--- config.mk ---
export PLATFORM = sky130hd
export DESIGN_NAME = idecode_pipe_flat
export DESIGN_NICKNAME = d
export VERILOG_FILES = /design/src/rtl/idecode_pkg.sv /design/src/rtl/idecode_pipe_if.sv /design/src/rtl/idecode_pipe_regfile_bypass.sv /design/src/rtl/idecode_pipe.sv /design/src/flat_wrapper.sv
export SDC_FILE = /design/constraint.sdc
export NUM_CORES = 2
export LEC_CHECK = 0
export BUFFER_PORTS_ARGS = -buffer_cell sky130_fd_sc_hd__buf_4
export CAP_MARGIN = 20
export CORE_MARGIN = 5
export CORE_UTILIZATION = 30
export CTS_CLUSTER_DIAMETER = 200
export DETAILED_ROUTE_END_ITERATION = 12
export SYNTH_ARGS = -nofsm -noshare
export SYNTH_HDL_FRONTEND = slang
export SYNTH_HIERARCHICAL = 1
export SYNTH_SLANG_ARGS = --single-unit
--- constraint.sdc ---
create_clock -name clk -period 3.5 [get_ports clk]
set_input_delay 0.875 -clock clk [delete_from_list [all_inputs] [get_ports clk]]
set_output_delay 0.875 -clock clk [all_outputs]
set_load 0.02 [all_outputs]
--- src/rtl/idecode_pkg.sv ---
// Shared decode-stage definitions: opcodes, control-field layout and the bubble value.
package idecode_pkg;

   localparam logic [5:0] OP_RTYPE = 6'b000000;
   localparam logic [5:0] OP_LW    = 6'b100011;
   localparam logic [5:0] OP_SW    = 6'b101011;
   localparam logic [5:0] OP_BEQ   = 6'b000100;
   localparam logic [5:0] OP_ADDI  = 6'b001000;

   localparam int EX_W = 4;
   localparam int M_W  = 3;
   localparam int WB_W = 2;

   // EX = {regdst, aluop[1:0], alusrc}
   localparam int EX_REGDST   = 3;
   localparam int EX_ALUOP_HI = 2;
   localparam int EX_ALUOP_LO = 1;
   localparam int EX_ALUSRC   = 0;

   // M = {branch, memread, memwrite}
   localparam int M_BRANCH   = 2;
   localparam int M_MEMREAD  = 1;
   localparam int M_MEMWRITE = 0;

   // WB = {regwrite, memtoreg}
   localparam int WB_REGWRITE = 1;
   localparam int WB_MEMTOREG = 0;

   typedef struct packed {
      logic [EX_W-1:0] ex;
      logic [M_W-1:0]  m;
      logic [WB_W-1:0] wb;
   } ctl_t;

   localparam ctl_t CTL_BUBBLE = '0;

endpackage

--- src/rtl/idecode_pipe_if.sv ---
// IF/ID input, writeback port and ID/EX output bundle of the decode stage.
interface idecode_pipe_if #(
   parameter int XLEN = 32
);
   logic [31:0]      if_id_instr;
   logic [XLEN-1:0]  if_id_npc;
   logic             flush;
   logic [4:0]       wb_rd;
   logic             wb_regwrite;
   logic [XLEN-1:0]  wb_data;

   logic             stall;
   logic             illegal;
   logic [1:0]       wb_ctlout;
   logic [2:0]       m_ctlout;
   logic             regdst;
   logic             alusrc;
   logic [1:0]       aluop;
   logic [XLEN-1:0]  npcout;
   logic [XLEN-1:0]  rdata1out;
   logic [XLEN-1:0]  rdata2out;
   logic [XLEN-1:0]  s_extendout;
   logic [4:0]       instrout_2016;
   logic [4:0]       instrout_1511;
   logic [4:0]       instrout_2521;

   modport master (
      output if_id_instr, if_id_npc, flush, wb_rd, wb_regwrite, wb_data,
      input  stall, illegal, wb_ctlout, m_ctlout, regdst, alusrc, aluop,
             npcout, rdata1out, rdata2out, s_extendout,
             instrout_2016, instrout_1511, instrout_2521
   );

   modport slave (
      input  if_id_instr, if_id_npc, flush, wb_rd, wb_regwrite, wb_data,
      output stall, illegal, wb_ctlout, m_ctlout, regdst, alusrc, aluop,
             npcout, rdata1out, rdata2out, s_extendout,
             instrout_2016, instrout_1511, instrout_2521
   );
endinterface

--- src/rtl/idecode_pipe_regfile_bypass.sv ---
// Two-read one-write register file with r0 hardwired to zero and optional write-through bypass.
module regfile_bypass #(
   parameter int XLEN       = 32,
   parameter int NREG       = 32,
   parameter bit RAW_BYPASS = 1'b1
) (
   input  logic            clk,
   input  logic            rst,
   input  logic [4:0]      ra1,
   input  logic [4:0]      ra2,
   output logic [XLEN-1:0] rd1,
   output logic [XLEN-1:0] rd2,
   input  logic            we,
   input  logic [4:0]      wa,
   input  logic [XLEN-1:0] wd
);

   localparam logic [5:0] NREG_L = 6'(NREG);

   logic [XLEN-1:0] regs [NREG];
   logic            wr_ok;
   logic            ra1_ok;
   logic            ra2_ok;

   assign wr_ok  = we && (wa != 5'd0) && ({1'b0, wa} < NREG_L);
   assign ra1_ok = (ra1 != 5'd0) && ({1'b0, ra1} < NREG_L);
   assign ra2_ok = (ra2 != 5'd0) && ({1'b0, ra2} < NREG_L);

   // NOTE: the whole array is cleared on reset, so this cannot map onto a RAM macro;
   // the decode stage relies on every register reading 0 after reset.
   always_ff @(posedge clk) begin
      if (rst) begin
         for (int i = 0; i < NREG; i++) regs[i] <= '0;
      end else if (wr_ok) begin
         regs[wa] <= wd;
      end
   end

   always_comb begin
      rd1 = '0;
      rd2 = '0;
      if (ra1_ok) rd1 = (RAW_BYPASS && wr_ok && (wa == ra1)) ? wd : regs[ra1];
      if (ra2_ok) rd2 = (RAW_BYPASS && wr_ok && (wa == ra2)) ? wd : regs[ra2];
   end

endmodule

--- src/rtl/idecode_pipe.sv ---
// MIPS decode stage: control decode, register read, sign extension, load-use hazard
// detection and the ID/EX pipeline register.
module idecode_pipe
   import idecode_pkg::*;
#(
   parameter int XLEN       = 32,
   parameter int NREG       = 32,
   parameter bit RAW_BYPASS = 1'b1
) (
   input  logic         clk,
   input  logic         rst,
   idecode_pipe_if.slave bus
);

   logic [5:0]      opcode;
   logic [4:0]      rs;
   logic [4:0]      rt;
   logic [4:0]      rd;
   logic [XLEN-1:0] rdata1;
   logic [XLEN-1:0] rdata2;
   logic [XLEN-1:0] s_extend;
   ctl_t            dec_ctl;
   logic            dec_legal;
   logic            hazard;
   logic            bubble;

   ctl_t            ctl_q;
   logic            illegal_q;
   logic [XLEN-1:0] npc_q;
   logic [XLEN-1:0] rdata1_q;
   logic [XLEN-1:0] rdata2_q;
   logic [XLEN-1:0] s_extend_q;
   logic [4:0]      rt_q;
   logic [4:0]      rd_q;
   logic [4:0]      rs_q;

   assign opcode   = bus.if_id_instr[31:26];
   assign rs       = bus.if_id_instr[25:21];
   assign rt       = bus.if_id_instr[20:16];
   assign rd       = bus.if_id_instr[15:11];
   assign s_extend = {{(XLEN-16){bus.if_id_instr[15]}}, bus.if_id_instr[15:0]};

   regfile_bypass #(
      .XLEN       (XLEN),
      .NREG       (NREG),
      .RAW_BYPASS (RAW_BYPASS)
   ) u_regfile (
      .clk (clk),
      .rst (rst),
      .ra1 (rs),
      .ra2 (rt),
      .rd1 (rdata1),
      .rd2 (rdata2),
      .we  (bus.wb_regwrite),
      .wa  (bus.wb_rd),
      .wd  (bus.wb_data)
   );

   // NOTE: every output of a combinational block gets a default first, so an
   // unlisted opcode cannot leave a control bit latched from a previous value.
   always_comb begin
      dec_ctl   = CTL_BUBBLE;
      dec_legal = 1'b1;
      case (opcode)
         OP_RTYPE: begin dec_ctl.ex = 4'b1100; dec_ctl.m = 3'b000; dec_ctl.wb = 2'b10; end
         OP_LW:    begin dec_ctl.ex = 4'b0001; dec_ctl.m = 3'b010; dec_ctl.wb = 2'b11; end
         OP_SW:    begin dec_ctl.ex = 4'b0001; dec_ctl.m = 3'b001; dec_ctl.wb = 2'b00; end
         OP_BEQ:   begin dec_ctl.ex = 4'b0010; dec_ctl.m = 3'b100; dec_ctl.wb = 2'b00; end
         OP_ADDI:  begin dec_ctl.ex = 4'b0001; dec_ctl.m = 3'b000; dec_ctl.wb = 2'b10; end
         default:  dec_legal = 1'b0;
      endcase
   end

   // A load in ID/EX whose destination is a source of the instruction now in decode.
   assign hazard = ctl_q.m[M_MEMREAD] && (rt_q != 5'd0) && ((rt_q == rs) || (rt_q == rt));
   assign bubble = bus.flush || hazard;

   // NOTE: sequential state uses non-blocking assignments so all ID/EX fields
   // update together from pre-edge values.
   always_ff @(posedge clk) begin
      if (rst) begin
         ctl_q      <= CTL_BUBBLE;
         illegal_q  <= 1'b0;
         npc_q      <= '0;
         rdata1_q   <= '0;
         rdata2_q   <= '0;
         s_extend_q <= '0;
         rt_q       <= '0;
         rd_q       <= '0;
         rs_q       <= '0;
      end else begin
         ctl_q      <= bubble ? CTL_BUBBLE : dec_ctl;
         illegal_q  <= bubble ? 1'b0 : !dec_legal;
         npc_q      <= bus.if_id_npc;
         rdata1_q   <= rdata1;
         rdata2_q   <= rdata2;
         s_extend_q <= s_extend;
         rt_q       <= rt;
         rd_q       <= rd;
         rs_q       <= rs;
      end
   end

   assign bus.stall         = hazard;
   assign bus.illegal       = illegal_q;
   assign bus.wb_ctlout     = {ctl_q.wb[WB_REGWRITE], ctl_q.wb[WB_MEMTOREG]};
   assign bus.m_ctlout      = {ctl_q.m[M_BRANCH], ctl_q.m[M_MEMREAD], ctl_q.m[M_MEMWRITE]};
   assign bus.regdst        = ctl_q.ex[EX_REGDST];
   assign bus.aluop         = ctl_q.ex[EX_ALUOP_HI:EX_ALUOP_LO];
   assign bus.alusrc        = ctl_q.ex[EX_ALUSRC];
   assign bus.npcout        = npc_q;
   assign bus.rdata1out     = rdata1_q;
   assign bus.rdata2out     = rdata2_q;
   assign bus.s_extendout   = s_extend_q;
   assign bus.instrout_2016 = rt_q;
   assign bus.instrout_1511 = rd_q;
   assign bus.instrout_2521 = rs_q;

endmodule

--- src/flat_wrapper.sv ---
// flat-port wrapper written by rule: the top's interface ports become plain ports
module idecode_pipe_flat import idecode_pkg::*;
#(
   parameter int XLEN       = 32,
   parameter int NREG       = 32,
   parameter bit RAW_BYPASS = 1'b1
)
  (clk, rst, bus_if_id_instr, bus_if_id_npc, bus_flush, bus_wb_rd, bus_wb_regwrite, bus_wb_data, bus_stall, bus_illegal, bus_wb_ctlout, bus_m_ctlout, bus_regdst, bus_alusrc, bus_aluop, bus_npcout, bus_rdata1out, bus_rdata2out, bus_s_extendout, bus_instrout_2016, bus_instrout_1511, bus_instrout_2521);
  idecode_pipe_if #(.XLEN(XLEN)) bus_i ();
  input  logic clk;
  input  logic rst;
  input wire logic [$bits(bus_i.if_id_instr)-1:0] bus_if_id_instr;
  input wire logic [$bits(bus_i.if_id_npc)-1:0] bus_if_id_npc;
  input wire logic [$bits(bus_i.flush)-1:0] bus_flush;
  input wire logic [$bits(bus_i.wb_rd)-1:0] bus_wb_rd;
  input wire logic [$bits(bus_i.wb_regwrite)-1:0] bus_wb_regwrite;
  input wire logic [$bits(bus_i.wb_data)-1:0] bus_wb_data;
  output wire logic [$bits(bus_i.stall)-1:0] bus_stall;
  output wire logic [$bits(bus_i.illegal)-1:0] bus_illegal;
  output wire logic [$bits(bus_i.wb_ctlout)-1:0] bus_wb_ctlout;
  output wire logic [$bits(bus_i.m_ctlout)-1:0] bus_m_ctlout;
  output wire logic [$bits(bus_i.regdst)-1:0] bus_regdst;
  output wire logic [$bits(bus_i.alusrc)-1:0] bus_alusrc;
  output wire logic [$bits(bus_i.aluop)-1:0] bus_aluop;
  output wire logic [$bits(bus_i.npcout)-1:0] bus_npcout;
  output wire logic [$bits(bus_i.rdata1out)-1:0] bus_rdata1out;
  output wire logic [$bits(bus_i.rdata2out)-1:0] bus_rdata2out;
  output wire logic [$bits(bus_i.s_extendout)-1:0] bus_s_extendout;
  output wire logic [$bits(bus_i.instrout_2016)-1:0] bus_instrout_2016;
  output wire logic [$bits(bus_i.instrout_1511)-1:0] bus_instrout_1511;
  output wire logic [$bits(bus_i.instrout_2521)-1:0] bus_instrout_2521;
  assign bus_i.if_id_instr = bus_if_id_instr;
  assign bus_i.if_id_npc = bus_if_id_npc;
  assign bus_i.flush = bus_flush;
  assign bus_i.wb_rd = bus_wb_rd;
  assign bus_i.wb_regwrite = bus_wb_regwrite;
  assign bus_i.wb_data = bus_wb_data;
  assign bus_stall = bus_i.stall;
  assign bus_illegal = bus_i.illegal;
  assign bus_wb_ctlout = bus_i.wb_ctlout;
  assign bus_m_ctlout = bus_i.m_ctlout;
  assign bus_regdst = bus_i.regdst;
  assign bus_alusrc = bus_i.alusrc;
  assign bus_aluop = bus_i.aluop;
  assign bus_npcout = bus_i.npcout;
  assign bus_rdata1out = bus_i.rdata1out;
  assign bus_rdata2out = bus_i.rdata2out;
  assign bus_s_extendout = bus_i.s_extendout;
  assign bus_instrout_2016 = bus_i.instrout_2016;
  assign bus_instrout_1511 = bus_i.instrout_1511;
  assign bus_instrout_2521 = bus_i.instrout_2521;
  idecode_pipe #(.XLEN(XLEN), .NREG(NREG), .RAW_BYPASS(RAW_BYPASS)) u_core (.clk(clk), .rst(rst), .bus(bus_i));
endmodule
==> results.txt <==
- Global route overflow: 0
* Clock buffer count from CTS: 117
* Clk pin slew, worst setup/hold paths: 0.07 ns
- In this run the cell area measured after placement is 0.0662 mm^2.
- At the pin with the least slew margin, the transition time is 0.859 ns.
- Timing would allow up to 319 MHz.
* Number of flops mapped to enable cells by yosys: 1,024
- Non-Filler Instances: 7,261
- Library cells used by synthesis: 74
- Setup crit start kind: primary input
- Number of nets in the layout: 4,616
- Sequential cell area fraction in the yosys report: 0.560
- Standard-cell rows: 163
- For this run, the number of Yosys warnings is 6.
* Routed len/inst: 30.6 um
* Pre-CTS setup slack: 0.116 ns
- After synthesis, the largest family of logic cells by area is multiplexers.
- For the worst setup path, the data required time is 2.62 ns.
- The slowest stage of the critical path is the sky130_fd_sc_hd__a21oi_4 cell.
* Clock root cell: sky130_fd_sc_hd__clkbuf_16
* Number of remaining DRC errors: 0
- During I/O placement, the number of pins put on the boundary was 259.
- Sequential standard cell area: 0.0333 mm^2
* Buffers added on ports: 258
- In this run the static leakage power is 25.2 nW.
- Pin count of the biggest net entering global routing: 81
- Final hold violation count: 0
* Synthesized area divided by synthesized cell count: 14.0 um^2
- Post-Synth Simple-Gate Area: 0.143
- The critical path contains buffers and inverters numbering 3 combined.
- The synthesized netlist occupies a cell area of 0.0596 mm^2.
* Fraction of final layout cells sized beyond drive strength 1: 0.268
- The die is 456 um wide.
- In the layout the commonest cells are sky130_fd_sc_hd__edfxtp_1, sky130_fd_sc_hd__and2_1, sky130_fd_sc_hd__buf_4, sky130_fd_sc_hd__mux4_2, sky130_fd_sc_hd__mux2i_1.
- Post-synthesis adder-cell area fraction: 0
* TritonCTS Sinks: 1,153
- Summing all non-filler instances in the final layout gives an area of 0.0700 mm^2.
* CTS H-tree depth: 3
- Antenna violations before repair: 16
- Global placement routability congestion: 0.936
* Post-CTS Hold Buffers: 0
- Pre-antenna DRT Iters: 6
- Stage delay of the slowest cell on the critical path: 0.27 ns
- The design draws 33.4 mW.
- Cell internal power was estimated by the tool at 24.8 mW.
- Leaving out fill and tap cells, the most frequent cell in the layout is sky130_fd_sc_hd__edfxtp_1.
- The via count of the first global-routing pass was 40,000.
- After synthesis, the share of cell area in mux cells is 0.202.
- The worst path meets setup with 0.369 ns of slack.
- Ordered list of cells on the worst path: buf_8, buf_12, xor2_1, nor3_1, nand3_1, a21oi_4, buf_4
* Final Slew Violations: 0
- The fraction of the mapped netlist area in compound gates was 0.0550.
* Number of antenna-violating nets in the routed design: 0
- For the finished layout, the period the worst path requires is 3.13 ns.
- FILL cells: 18,800
- Adding up every negative setup slack in the final design gives 0 ns.
- The floorplan step set the die height to 456 um.
- In this run the worst hold path is classified as in2reg.
* Post-synthesis sequential element count: 1,153
* Worst-skew pair later-pin latency: 0.75 ns
- For this block, the via count after detailed routing is 40,500.
- For this run, the leading register cell type out of synthesis is sky130_fd_sc_hd__edfxtp_1.
- Detailed placement HPWL: 146,000 um
* Cell count after placement: 7,032
* Wire length of the first global-routing pass: 310,000 um
* Floorplan die area: 0.208 mm^2
- Buffer depth of the longest clock path: 3
* Initial core utilization: 0.302
- Outcome: finished, final reports clean
- Along the worst path, the maximum fanout reaches 25.
* Floorplan Core Area: 0.197 mm^2
- Grouping stages by cell kind, the critical path spends the most delay in buffers and inverters.
* RSZ-0062 raised after global routing: no
- For this design the ratio of total power to cell area is 477 mW/mm^2.
* Violation count after the first detailed-route iteration: 5,705
* Worst vdd ir: 0.445 mV
- Worst slew margin relative to its limit: 0.426
* Post-Route Utilization: 0.355
- Max-cap violations in this run came to 0.
* Post-cts repair resize count: 0
- Net switching share of the total power: 0.259
* Setup clock skew after layout: 0.0244 ns
- Clock group share of total power: 0.378
- Summing all multi-input logic gate instances after layout gives 0.0243 mm^2.
* Asr flop ratio synth: 0
- Endpoint class of the critical path: output pin
* Fraction of power consumed by combinational cells: 0.136
- Wires add up to 223,000 um.
- Synthesis produced 4,242 cells.
- STA puts the critical path data arrival time at 2.26 ns.
- Post-synthesis xor/xnor area fraction: 0.00294
- Reported net switching power: 8.65 mW
- GRT Total Usage: 0.206
* Final hold slack: 0.331 ns
- In the finished design, the share of the clock period the worst path needs comes to 0.895.
- Area Overhead vs Synth: 17.6%
* Relative contribution of sequential cells to total power: 0.486
- Dividing the detail-routed via count by the number of cells gives 5.58.
- Once the clock tree was built, the setup fixing pass inserted 0 buffers.
- TritonCTS built the clock tree.
* Classification of the worst setup path: in2out
* Total setup violations reported at the end of the flow: 0
## worst reg2reg max path, cell delays in order (launching register included)
cell,delay [ns]
sky130_fd_sc_hd__edfxtp_1,0.40
sky130_fd_sc_hd__mux4_2,0.47
sky130_fd_sc_hd__o21ai_0,0.56
sky130_fd_sc_hd__a21oi_1,0.13
sky130_fd_sc_hd__o221a_2,0.30
sky130_fd_sc_hd__nor2b_1,0.13
sky130_fd_sc_hd__buf_4,0.14
## area by class of cell
type                       instances  area share
sequential                      1153       0.476
multi-input combinational       2659       0.348
timing repair buffer             575      0.0745
tap                             2640      0.0472
clock buffer                     155      0.0462
clock inverter                    66     0.00797
antenna                            8    0.000286
inverter                           5    0.000268
## flip-flops by register name, summed over array words and instances (netlist names)
register,flops
u_core/bus.s_extendout,16
u_core/u_regfile/regs,1024
u_core/bus.illegal,1
u_core/bus.instrout_2521,5
u_core/bus.npcout,32
u_core/bus.m_ctlout,2
u_core/bus.instrout_2016,5
u_core/bus.rdata1out,32
u_core/bus.wb_ctlout,1
u_core/bus.alusrc,1
u_core/bus.aluop,2
u_core/bus.rdata2out,32
## power by group through the flow
stage	sequential [mW]	combinational [mW]	clock [mW]
after global placement	16.5	4.43	0
after floorplan	16.4	2.42	0
after global routing	16.3	4.67	13.4
after CTS	16.2	4.45	12.8
after detailed placement	16.5	4.43	0
final	16.3	4.53	12.6
## logic make-up after synthesis
| family | count (synthesis) |
|---|---|
| AO/OA/AOI/OAI | 432 |
| XOR/XNOR | 20 |
| buffers and inverters | 461 |
| flip-flops | 1153 |
| multiplexers | 736 |
| other | 1 |
| AND/OR/NAND/NOR | 1439 |
## layer usage
layer  global-route usage  routed length [um]  part of all wire
met1                0.265               84100              0.38
met3               0.0446               23400              0.11
met4               0.0961               11300             0.051
met2                0.332              104000              0.47
met5                    0                  27           0.00012
## synthesized netlist by cell type (all sizes together), types with 5 or more instances
cell | number | area [um^2]
a221oi | 36 | 322
nor2 | 63 | 236
a211oi | 45 | 338
mux2 | 35 | 394
inv | 5 | 18.8
or2 | 36 | 225
a31oi | 5 | 31.3
a211o | 7 | 61.3
o211ai | 5 | 37.5
a221o | 12 | 120
mux4 | 367 | 8300
a41oi | 5 | 43.8
o21bai | 5 | 37.5
nand2 | 131 | 492
a32o | 32 | 320
and3 | 15 | 98.8
buf | 150 | 1060
mux2i | 334 | 3340
a22o | 8 | 70.1
a22oi | 66 | 495
a2111oi | 8 | 114
nand3b | 6 | 45.0
dfxtp | 129 | 2580
nand4 | 9 | 56.3
o22ai | 37 | 231
xnor2 | 12 | 105
o221ai | 33 | 289
xor2 | 8 | 70.1
and2 | 963 | 6020
nor3 | 46 | 230
o21ai | 29 | 160
nand2b | 8 | 50.1
nor2b | 130 | 813
a21oi | 85 | 448
nor3b | 6 | 50.1
nand3 | 9 | 45.0
clkbuf | 306 | 1150
edfxtp | 1024 | 30700
## path summary, 6_finish.rpt
kind / startpoint / to / slack [ns] / cells after the start
worst max-delay path: bus_if_id_instr[16] / bus_stall / 0.37 / 7
worst min-delay path: bus_if_id_npc[5] / u_core/bus.npcout[5]$_SDFF_PP0_ / 0.33 / 2
worst min register to register: u_core/bus.m_ctlout[1]$_SDFF_PP0_ / u_core/bus.aluop[0]$_SDFF_PP0_ / 0.64 / 3
worst max register to register: u_core/u_regfile/regs[11][14]$_SDFFCE_PN0P_ / u_core/bus.rdata2out[14]$_SDFF_PP0_ / 1.28 / 6
(Power assumes the default switching activity.)
